$ cat src/rtl/adc_pkt_pkg.sv
// Shared definitions for the ADC frame packer: FSM states, header layout and widths.
package adc_pkt_pkg;

    localparam int unsigned PKT_DATA_W = 64;
    localparam int unsigned PKT_LEN_W  = 16;
    localparam int unsigned PKT_SEQ_W  = 32;
    localparam int unsigned FIFO_W     = 72;

    localparam logic [15:0] PKT_HDR_MAGIC = 16'hADC0;

    // Header layout: magic [63:48], len [47:32], seq [31:0]
    localparam int unsigned HDR_MAGIC_LSB = 48;
    localparam int unsigned HDR_MAGIC_W   = 16;
    localparam int unsigned HDR_LEN_LSB   = 32;
    localparam int unsigned HDR_LEN_W     = 16;
    localparam int unsigned HDR_SEQ_LSB   = 0;
    localparam int unsigned HDR_SEQ_W     = 32;

    typedef enum logic [1:0] {
        ST_IDLE,
        ST_HEADER,
        ST_PAYLOAD,
        ST_TRAILER
    } pkt_state_t;

    function automatic logic [PKT_DATA_W-1:0] make_header(
        input logic [HDR_MAGIC_W-1:0] magic,
        input logic [HDR_LEN_W-1:0]   len,
        input logic [HDR_SEQ_W-1:0]   seq
    );
        logic [PKT_DATA_W-1:0] h;
        h = '0;
        h[HDR_MAGIC_LSB +: HDR_MAGIC_W] = magic;
        h[HDR_LEN_LSB   +: HDR_LEN_W]   = len;
        h[HDR_SEQ_LSB   +: HDR_SEQ_W]   = seq;
        return h;
    endfunction

endpackage

$ cat src/rtl/adc_pkt_csum.sv
// Modular payload sum for the frame trailer; only built when FRAME_CHECKSUM_EN is defined.
`ifdef FRAME_CHECKSUM_EN
module adc_pkt_csum
    import adc_pkt_pkg::*;
#(
    parameter int unsigned DATA_W = PKT_DATA_W
) (
    input  logic              clk,
    input  logic              reset,
    input  logic              clear,
    input  logic              acc_en,
    input  logic [DATA_W-1:0] din,
    output logic [DATA_W-1:0] sum
);

    logic [DATA_W-1:0] sum_q;

    always_ff @(posedge clk or posedge reset) begin
        if (reset) begin
            sum_q <= '0;
        end else if (clear) begin
            sum_q <= '0;
        end else if (acc_en) begin
            sum_q <= sum_q + din;
        end
    end

    assign sum = sum_q;

endmodule
`endif

$ cat src/rtl/adc_frame_packer.sv
// Drains the FWFT capture FIFO into framed header+payload packets on a valid/ready stream.
// Optional FRAME_CHECKSUM_EN appends a trailer word carrying the modular payload sum.
module adc_frame_packer
    import adc_pkt_pkg::*;
#(
    parameter int unsigned DATA_W    = PKT_DATA_W,
    parameter int unsigned LEN_W     = PKT_LEN_W,
    parameter int unsigned SEQ_W     = PKT_SEQ_W,
    parameter logic [15:0] HDR_MAGIC = PKT_HDR_MAGIC
) (
    input  logic              clk,
    input  logic              reset,
    input  logic              cfg_enable,
    input  logic [LEN_W-1:0]  cfg_frame_words,
    input  logic [FIFO_W-1:0] fifo_dout,
    input  logic              fifo_empty,
    output logic              fifo_rd_en,
    output logic [DATA_W-1:0] tx_data,
    output logic              tx_valid,
    output logic              tx_last,
    input  logic              tx_ready,
    output logic              user_int,
    output logic [SEQ_W-1:0]  frame_seq,
    output logic              busy
);

    pkt_state_t        state;
    logic [LEN_W-1:0]  len_q;
    logic [LEN_W-1:0]  cnt_q;
    logic [SEQ_W-1:0]  seq_q;
    logic              int_q;

    logic              xfer;
    logic              last_payload;
    logic              frame_done;
    logic [DATA_W-1:0] hdr_word;
    logic              unused_fifo_hi;

    assign unused_fifo_hi = ^fifo_dout[FIFO_W-1:DATA_W];

    assign xfer         = tx_valid & tx_ready;
    assign last_payload = (cnt_q == len_q - LEN_W'(1));
    assign hdr_word     = DATA_W'(make_header(HDR_MAGIC, len_q[HDR_LEN_W-1:0], seq_q[HDR_SEQ_W-1:0]));

`ifdef FRAME_CHECKSUM_EN
    logic [DATA_W-1:0] csum;

    adc_pkt_csum #(
        .DATA_W (DATA_W)
    ) u_csum (
        .clk    (clk),
        .reset  (reset),
        .clear  (state == ST_HEADER),
        .acc_en (xfer && state == ST_PAYLOAD),
        .din    (fifo_dout[DATA_W-1:0]),
        .sum    (csum)
    );

    assign frame_done = xfer && state == ST_TRAILER;
`else
    assign frame_done = xfer && state == ST_PAYLOAD && last_payload;
`endif

    always_ff @(posedge clk or posedge reset) begin
        if (reset) begin
            state <= ST_IDLE;
            len_q <= '0;
            cnt_q <= '0;
            seq_q <= '0;
            int_q <= 1'b0;
        end else begin
            int_q <= frame_done;
            if (frame_done) begin
                seq_q <= seq_q + SEQ_W'(1);
            end
            case (state)
                ST_IDLE: begin
                    if (cfg_enable) begin
                        len_q <= (cfg_frame_words == '0) ? LEN_W'(1) : cfg_frame_words;
                        state <= ST_HEADER;
                    end
                end
                ST_HEADER: begin
                    if (xfer) begin
                        cnt_q <= '0;
                        state <= ST_PAYLOAD;
                    end
                end
                ST_PAYLOAD: begin
                    if (xfer) begin
                        cnt_q <= cnt_q + LEN_W'(1);
                        if (last_payload) begin
`ifdef FRAME_CHECKSUM_EN
                            state <= ST_TRAILER;
`else
                            state <= ST_IDLE;
`endif
                        end
                    end
                end
`ifdef FRAME_CHECKSUM_EN
                ST_TRAILER: begin
                    if (xfer) begin
                        state <= ST_IDLE;
                    end
                end
`endif
                default: state <= ST_IDLE;
            endcase
        end
    end

    // Payload words pass straight from the FWFT head so there is no extra latency or skid buffer.
    always_comb begin
        tx_valid = 1'b0;
        tx_last  = 1'b0;
        tx_data  = '0;
        case (state)
            ST_HEADER: begin
                tx_valid = 1'b1;
                tx_data  = hdr_word;
            end
            ST_PAYLOAD: begin
                tx_valid = !fifo_empty;
                tx_data  = fifo_dout[DATA_W-1:0];
`ifndef FRAME_CHECKSUM_EN
                tx_last  = last_payload;
`endif
            end
`ifdef FRAME_CHECKSUM_EN
            ST_TRAILER: begin
                tx_valid = 1'b1;
                tx_data  = csum;
                tx_last  = 1'b1;
            end
`endif
            default: begin
                tx_valid = 1'b0;
            end
        endcase
    end

    assign fifo_rd_en = (state == ST_PAYLOAD) && !fifo_empty && tx_ready;
    assign user_int   = int_q;
    assign frame_seq  = seq_q;
    assign busy       = (state != ST_IDLE);

endmodule
$ cat config.mk
export PLATFORM = sky130hd
export DESIGN_NAME = adc_frame_packer
export DESIGN_NICKNAME = d
export VERILOG_FILES = /design/src/rtl/adc_pkt_pkg.sv /design/src/rtl/adc_pkt_csum.sv /design/src/rtl/adc_frame_packer.sv
export SDC_FILE = /design/constraint.sdc
export NUM_CORES = 1
export LEC_CHECK = 0
export ABC_AREA = 1
export ABC_CLOCK_PERIOD_IN_PS = 2800
export BUFFER_PORTS_ARGS = -buffer_cell sky130_fd_sc_hd__buf_4
export CAP_MARGIN = 20
export CORE_AREA = 2 2 118 120
export CTS_CLUSTER_SIZE = 25
export DETAILED_ROUTE_END_ITERATION = 6
export DIE_AREA = 0 0 120 122
export GPL_TIMING_DRIVEN = 0
export PLACE_DENSITY_LB_ADDON = 0.05
export SETUP_SLACK_MARGIN = 0.2
export SLEW_MARGIN = 40
export SYNTH_ARGS = -nofsm -noshare
export SYNTH_HDL_FRONTEND = slang
export SYNTH_HIERARCHICAL = 1
export SYNTH_SLANG_ARGS = --single-unit
$ cat constraint.sdc
create_clock -name clk -period 2.8 [get_ports clk]
set_input_delay 0.42 -clock clk [delete_from_list [all_inputs] [get_ports clk]]
set_output_delay 0.42 -clock clk [all_outputs]
set_load 0.02 [all_outputs]
==> metrics.md, run 1 <==
| Metric | Value |
|---|---|
| Status | completed |
| CP Capture Type | output port |
| Worst Setup Start Kind | flip-flop |
| TritonRoute pass-1 iters | 5 |
| Critical Path Slowest Stage Cell | dfrtp_1 |
| Power Internal | 3.15 mW |
| Clock power frac | 0.194 |
| Synthesized instance count | 795 |
| Combinational Power Share | 0.558 |
| Fillers | 1411 |
| Final WL | 19.7 mm |
| Post-synthesis sequential area ratio | 0.322 |
| Data required time of the critical path | 2.38 ns |
| Final Cycle Share | 0.902 |
| I/O pins | 194 |
| Switching Fraction | 0.472 |
| Flop pwr share | 0.247 |
| Core Region | 0.0135 mm² |
| Nets@finish | 1108 |
| Max Root-Sink Buffers | 2 |
| Antenna cell count | 0 |
| Die W | 120 µm |
| Normalized max-slew margin | 0.524 |
| Synthesized area per cell | 6.54 µm² |
| Largest net degree at the start of global routing | 52 |
| Setup ws final | 0.274 ns |
| Root buf cell | clkbuf_16 |
| Placer's final routability congestion estimate | 0.886 |
| Vias in the first global route | 5739 |
| CTS tree | yes |
| Clock latency at the later pin of the worst-skew pair | 0.34 ns |
| Post-place setup slack | -0.0494 ns |
| I/O Buffers | 185 |
| Die Ht | 122 µm |
| FF+latch area | 0.00168 mm² |
| Critical Path Max Stage Delay | 0.40 ns |
| Setup TNS | 0 ns |
| RSZ-0062 raised after global routing | yes |
| Leak | 3.75 nW |
| YS warnings | 6 |
| First DRT Iteration DRCs | 405 |
| First-pass GRT wire length | 30.8 mm |
| FF+latch count, synth | 67 |
| Final hold vios | 0 |
| Initial Util | 0.385 |
| Power Dens Cells | 801 mW/mm² |
| Worst path cell trace | inv_1, ha_2, buf_4, clkbuf_2, nand2_1, a21oi_1, buf_4 |
| Fraction of layout cells with a size suffix above 1 | 0.301 |
| Final setup viols | 0 |
| Max Fclk | 396 MHz |
| Post-DP HPWL | 15.2 mm |
| Global route total overflow | 0 |
| Min Tclk post-route | 2.53 ns |
| Clock sinks | 67 |
| Vias per inst | 5.00 |
| GRT Util Overall | 0.274 |
| Worst path top cell family by delay | buffers and inverters |
| Syn nets | 895 |
| CTS Buf Count | 9 |
| Via Count | 5961 |
| Synth cell types | 40 |
| WL/cell | 16.5 µm |
| DRC | 0 |
| FP Rows | 43 |
| Multi-input logic area | 0.00324 mm² |
| Max IR drop VDD | 0.000311 V |
| Setup Skew | 0.00549 ns |
| Final slew viol count | 0 |
| Layout Area Growth over Synthesis | 43.2% |
| Die area | 0.0146 mm² |
| Post-DRT Antenna Nets | 0 |
| NetSw | 2.82 mW |
| Post-Syn Area | 0.00520 mm² |
| CP Class | flip-flop to output port |
| Buf/Inv on CP | 4 |
| Tightest Pin Transition | 0.708 ns |
| Worst Path Max Fanout | 10 |
| CTS H-tree lvls | 3 |
| WP data arrival | 2.11 ns |
| Clock Pin Slew Worst Setup and Hold Paths | 0.06 ns |
| Max Cap Violations | 0 |
| Hold Crit Class | primary input to flip-flop |
| CP most frequent cell | buf_4 |
| Initial antenna violation count | 0 |
[flip-flops by register name (all words and copies together) (netlist names)]
signal	count
cnt_q	16
state	2
frame_seq	32
user_int	1
len_q	16
[layout make-up]
cell class | count | share of cell area
multi-input combinational | 631 | 0.435
buffer | 34 | 0.0275
timing repair buffer | 202 | 0.207
clock inverter | 4 | 0.00655
clock buffer | 12 | 0.0344
inverter | 63 | 0.0329
tap | 180 | 0.0302
sequential | 67 | 0.226
[power groups by stage]
stage          Combinational, mW  Sequential [mW]  Clock [mW]
6_report                    3.33             1.48        1.16
5_1_grt                     3.65             1.51        1.23
3_3_place_gp                2.96             1.47           0
2_1_floorplan               1.87             1.34           0
3_5_place_dp                2.98             1.47           0
4_1_cts                     3.12             1.47        1.19
[metal layers]
layer  share of wire  routed length, µm  vias up  global-route usage
li1                -                  -     3010                   -
met1            0.43               8460     2773               0.355
met2            0.51              10100      152               0.481
met3           0.043                847       26              0.0398
met4           0.015                302        0              0.0662
met5               0                  0        -                   0
[what timing repair did]
item	CTS	global route
endpoints found under the setup margin	64	87
pin swaps	3	19
setup buffers	3	12
hold endpoints to repair	5	0
gates resized for setup	40	38
hold buffers	1	0
[cells in the mapped netlist, drive strengths merged]
| master | count | area share |
|---|---|---|
| nor2 | 72 | 0.057 |
| xnor2 | 16 | 0.027 |
| o21ai | 8 | 0.0077 |
| a21oi | 62 | 0.060 |
| a22oi | 3 | 0.0043 |
| nor4 | 7 | 0.0084 |
| and3 | 1 | 0.0012 |
| ha | 7 | 0.017 |
| buf | 15 | 0.017 |
| dfrtp | 67 | 0.32 |
| or2 | 1 | 0.0012 |
| clkbuf | 19 | 0.014 |
| nand3 | 37 | 0.037 |
| nand3b | 10 | 0.014 |
| inv | 62 | 0.045 |
| nor3b | 1 | 0.0014 |
| o22ai | 2 | 0.0024 |
| a22o | 1 | 0.0017 |
| nor3 | 13 | 0.013 |
| nand2 | 310 | 0.23 |
| and2 | 3 | 0.0036 |
| o32ai | 1 | 0.0017 |
| xor2 | 21 | 0.035 |
| nand4 | 37 | 0.044 |
| mux2i | 2 | 0.0038 |
| o21a | 1 | 0.0014 |
| clkinv | 1 | 0.00072 |
| mux2 | 15 | 0.032 |
[per-stage QoR]
stage	area, µm²	hold slack (ns)	std cells	power [mW]	util
final	7450	0.327	1193	5.97	0.552
after detailed placement	6850	0.361	1161	4.45	0.507
after CTS	7270	0.317	1181	5.78	0.539
after global routing	7450	0.323	1193	6.39	0.552
after floorplan	5200	0.467	795	3.21	-
after global placement	6820	0.495	1160	4.43	0.505
[final timing paths]
check,from,end,cells past startpoint,slack [ns]
worst min register to register,state[1],state[1],2,0.52
min in group asynchronous,reset,frame_seq[18],3,0.56
max in group asynchronous,reset,len_q[5],4,1.71
worst max register to register,state[0],frame_seq[16],13,0.38
worst min-delay path,cfg_frame_words[15],len_q[15],2,0.33
worst max-delay path,state[0],tx_data[33],7,0.27
[cell families after synthesis]
| family | Yosys count | synth area share |
|---|---|---|
| compound gates | 78 | 0.0796 |
| xor+xnor | 37 | 0.0623 |
| fa+ha+maj | 7 | 0.0168 |
| buf+inv | 97 | 0.0760 |
| flops | 67 | 0.322 |
| mux | 17 | 0.0363 |
| simple gates | 492 | 0.407 |
[cell usage in the layout, fill, tap and decap left out, types with 6 or more instances in the layout]
| cell | count |
|---|---|
| nor2_1 | 54 |
| clkbuf_4 | 7 |
| nor2_2 | 9 |
| xor2_1 | 21 |
| nor4_1 | 7 |
| buf_4 | 201 |
| inv_1 | 54 |
| nand3_1 | 36 |
| nand2_1 | 302 |
| mux2_2 | 14 |
| dfrtp_1 | 61 |
| nand4_1 | 37 |
| clkbuf_16 | 9 |
| inv_2 | 7 |
| clkbuf_1 | 6 |
| nor3_1 | 12 |
| buf_2 | 12 |
| dfrtp_2 | 6 |
| nand3b_1 | 10 |
| nor2_4 | 9 |
| a21oi_1 | 61 |
| xnor2_1 | 16 |
Note: power is estimated with default switching activity, not from simulation.
==> inputs of run 2 (changes only) <==
--- a/config.mk
+++ b/config.mk
@@ -9,10 +9,11 @@
 export ABC_CLOCK_PERIOD_IN_PS = 2800
 export BUFFER_PORTS_ARGS = -buffer_cell sky130_fd_sc_hd__buf_4
 export CAP_MARGIN = 20
-export CORE_AREA = 2 2 118 120
+export CORE_AREA = 2 2 104 106
+export CTS_CLUSTER_DIAMETER = 30
 export CTS_CLUSTER_SIZE = 25
 export DETAILED_ROUTE_END_ITERATION = 6
-export DIE_AREA = 0 0 120 122
+export DIE_AREA = 0 0 106 108
 export GPL_TIMING_DRIVEN = 0
 export PLACE_DENSITY_LB_ADDON = 0.05
 export SETUP_SLACK_MARGIN = 0.2
==> run 2 against run 1 <==
  * Fmax down 5.7%
  * Non-clock buffer count down 1
  * Routed wire length shrank 2.2%
  * Final area is 1.9% lower
  * Worst hold slack worse by 0.021 ns
  * Critical path depth up 5
  * Via count grew 4.6%
  * Total power fell by 4.0%
  * Flip-flop and latch count unchanged
  * Combinational power decreased by 2%
  * Sequential power barely moved
  * Utilization increased by 16 points
  * Critical endpoint is now tx_last
==> metrics.md, run 2 (synthesis gave the netlist of run 1 again) <==
| Metric | Value |
|---|---|
| Fraction of layout cells with a size suffix above 1 | 0.296 (was 0.301) |
| Buf/Inv on CP | 2 (was 4) |
| Tightest Pin Transition | 0.613 ns (was 0.708 ns) |
| Worst Path Max Fanout | 3 (was 10) |
| First-pass GRT wire length | 29.3 mm (was 30.8 mm) |
| Max Cap Violations | 0 (unchanged) |
| Largest register FFs | 32 (unchanged) |
| Initial Util | 0.508 (was 0.385) |
| RSZ-0062 raised after global routing | yes (unchanged) |
| Leak | 3.72 nW (was 3.75 nW) |
| Power Dens Cells | 784 mW/mm² (was 801 mW/mm²) |
| Final Cycle Share | 0.957 (was 0.902) |
| Setup TNS | 0 ns (unchanged) |
| FP Rows | 37 (was 43) |
| Core Region | 0.0102 mm² (was 0.0135 mm²) |
| Post-DP HPWL | 14.4 mm (was 15.2 mm) |
| Min-Delay Startpoint | cfg_frame_words[9] (was cfg_frame_words[15]) |
| CP Class | flip-flop to output port (unchanged) |
| Die area | 0.0114 mm² (was 0.0146 mm²) |
| CTS tree | yes (unchanged) |
| Min Tclk post-route | 2.68 ns (was 2.53 ns) |
| Worst Hold End | len_q[9] (was len_q[15]) |
| Critical Path Max Stage Delay | 0.42 ns (was 0.40 ns) |
| Total power draw | 5.73 mW (was 5.97 mW) |
| Via Count | 6233 (was 5961) |
| Die Ht | 108 µm (was 122 µm) |
| Final hold vios | 0 (unchanged) |
| First DRT Iteration DRCs | 510 (was 405) |
| WL/cell | 16.8 µm (was 16.5 µm) |
| CP Capture Type | output port (unchanged) |
| Hold Crit Class | primary input to flip-flop (unchanged) |
| TritonRoute pass-1 iters | 5 (unchanged) |
| Status | completed (unchanged) |
| Final std cells w/o fill | 1148 (was 1193) |
| Die W | 106 µm (was 120 µm) |
| Reg-to-reg endpoint | state[1] (was frame_seq[16]) |
| CTS Buf Count | 9 (unchanged) |
| Data required time of the critical path | 2.38 ns (about the same) |
| Placer's final routability congestion estimate | 0.912 (was 0.886) |
| I/O Buffers | 185 (unchanged) |
| Nets@finish | 1107 (was 1108) |
| Normalized max-slew margin | 0.588 (was 0.524) |
| Final WL | 19.3 mm (was 19.7 mm) |
| Worst r2r path cells | 20 (was 13) |
| Global route total overflow | 0 (unchanged) |
| DRC | 0 (unchanged) |
| Placed insts | 1117 (was 1161) |
| Clock Pin Slew Worst Setup and Hold Paths | 0.08 ns (was 0.06 ns) |
| Post-place setup slack | 0.0315 ns (was -0.0494 ns) |
| GRT Util Overall | 0.333 (was 0.274) |
| WP data arrival | 2.26 ns (was 2.11 ns) |
| Clock latency at the later pin of the worst-skew pair | 0.35 ns (was 0.34 ns) |
| R2r startpoint | len_q[1] (was state[0]) |
| Vias in the first global route | 5686 (was 5739) |
| Max IR drop VDD | 0.000564 V (was 0.000311 V) |
| Setup ws final | 0.120 ns (was 0.274 ns) |
| Hold depth | 2 (unchanged) |
| Final setup viols | 0 (unchanged) |
| Setup Skew | 0.0128 ns (was 0.00549 ns) |
| Root buf cell | clkbuf_8 (was clkbuf_16) |
| Max Fclk | 373 MHz (was 396 MHz) |
| Worst path cell trace | inv_2, ha_4, xor2_1, nand2_1, nor2_1, nand2_2, nor2_1, nand2_1, nor2_2, nand2_2, nor2_4, buf_6 (was inv_1, ha_2, buf_4, clkbuf_2, nand2_1, a21oi_1, buf_4) |
| Final core utilization | 0.715 (was 0.552) |
| CTS H-tree lvls | 3 (unchanged) |
| Critical Path Slowest Stage Cell | dfrtp_1 (unchanged) |
| Vias per inst | 5.43 (was 5.00) |
| Max Root-Sink Buffers | 2 (unchanged) |
| Register-to-Register Setup Slack | 0.20 ns (was 0.38 ns) |
| Final slew viol count | 0 (unchanged) |
| I/O pins | 194 (unchanged) |
| Antenna cell count | 0 (unchanged) |
| Largest net degree at the start of global routing | 53 (was 52) |
| Initial antenna violation count | 0 (unchanged) |
| Post-DRT Antenna Nets | 0 (unchanged) |
| Most common cell after layout, fill and taps aside | nand2_1 (unchanged) |
| Worst path top cell family by delay | simple AND/OR/NAND/NOR gates (was buffers and inverters) |
| Worst Setup Start Kind | flip-flop (unchanged) |
| Clock sinks | 67 (unchanged) |
| Layout Area Growth over Synthesis | 40.5% (was 43.2%) |
| Most frequent cells in the layout | 301 x nand2_1, 200 x buf_4, 65 x dfrtp_1 (was 302 x nand2_1, 201 x buf_4, 61 x a21oi_1, 61 x dfrtp_1) |
-- run 2: per-stage QoR --
stage | hold slack [ns] | instance area, µm²
after floorplan | 0.467 | 5200
after global placement | 0.492 | 6760
after detailed placement | 0.354 | 6790
after CTS | 0.304 | 7200
after global routing | 0.313 | 7310
final | 0.307 | 7310
-- run 2: final cells by class --
| cell class | instances | area (µm²) |
|---|---|---|
| clock buffer | 9 | 124 |
| buffer | 34 | 203 |
| tap | 136 | 170 |
| clock inverter | 7 | 124 |
| fill | 915 | 2920 |
| sequential | 67 | 1680 |
| inverter | 63 | 245 |
| multi-input combinational | 631 | 3230 |
| timing repair buffer | 201 | 1540 |
-- run 2: worst max path at each step --
stage	start	endpoint	slack, ns	depth (start not counted)
5_1_grt	len_q[5]	state[1]	0.07	20
4_1_cts	len_q[4]	tx_last	0.20	12
3_5_place_dp	state[0]	tx_data[59]	0.03	7
3_3_place_gp	reset	frame_seq[7]	-0.20	2
6_report	len_q[1]	tx_last	0.12	12
2_1_floorplan	state[0]	cnt_q[11]	0.47	13
-- run 2: what timing repair did --
item / CTS / global route
gates resized for setup: 35 / 35
hold buffers: 1 / 0
endpoints found under the setup margin: 84 / 67
buffers inserted: 10 / 4
hold endpoints to repair: 15 / 0
pin swaps: 5 / 12
-- run 2: where the power goes --
group          switching [mW]  internal, mW  leakage, nW
Combinational            2.07          1.19         2.71
Sequential              0.308          1.15        0.892
Clock                   0.417         0.599        0.120
-- run 2: per-layer routing --
| metal | share of wire | GRT usage | wire (µm) |
|---|---|---|---|
| met4 | 0.024 | 0.122 | 463 |
| met1 | 0.41 | 0.440 | 7980 |
| met5 | 0 | 0 | 0 |
| met3 | 0.11 | 0.0753 | 2080 |
| met2 | 0.45 | 0.538 | 8780 |
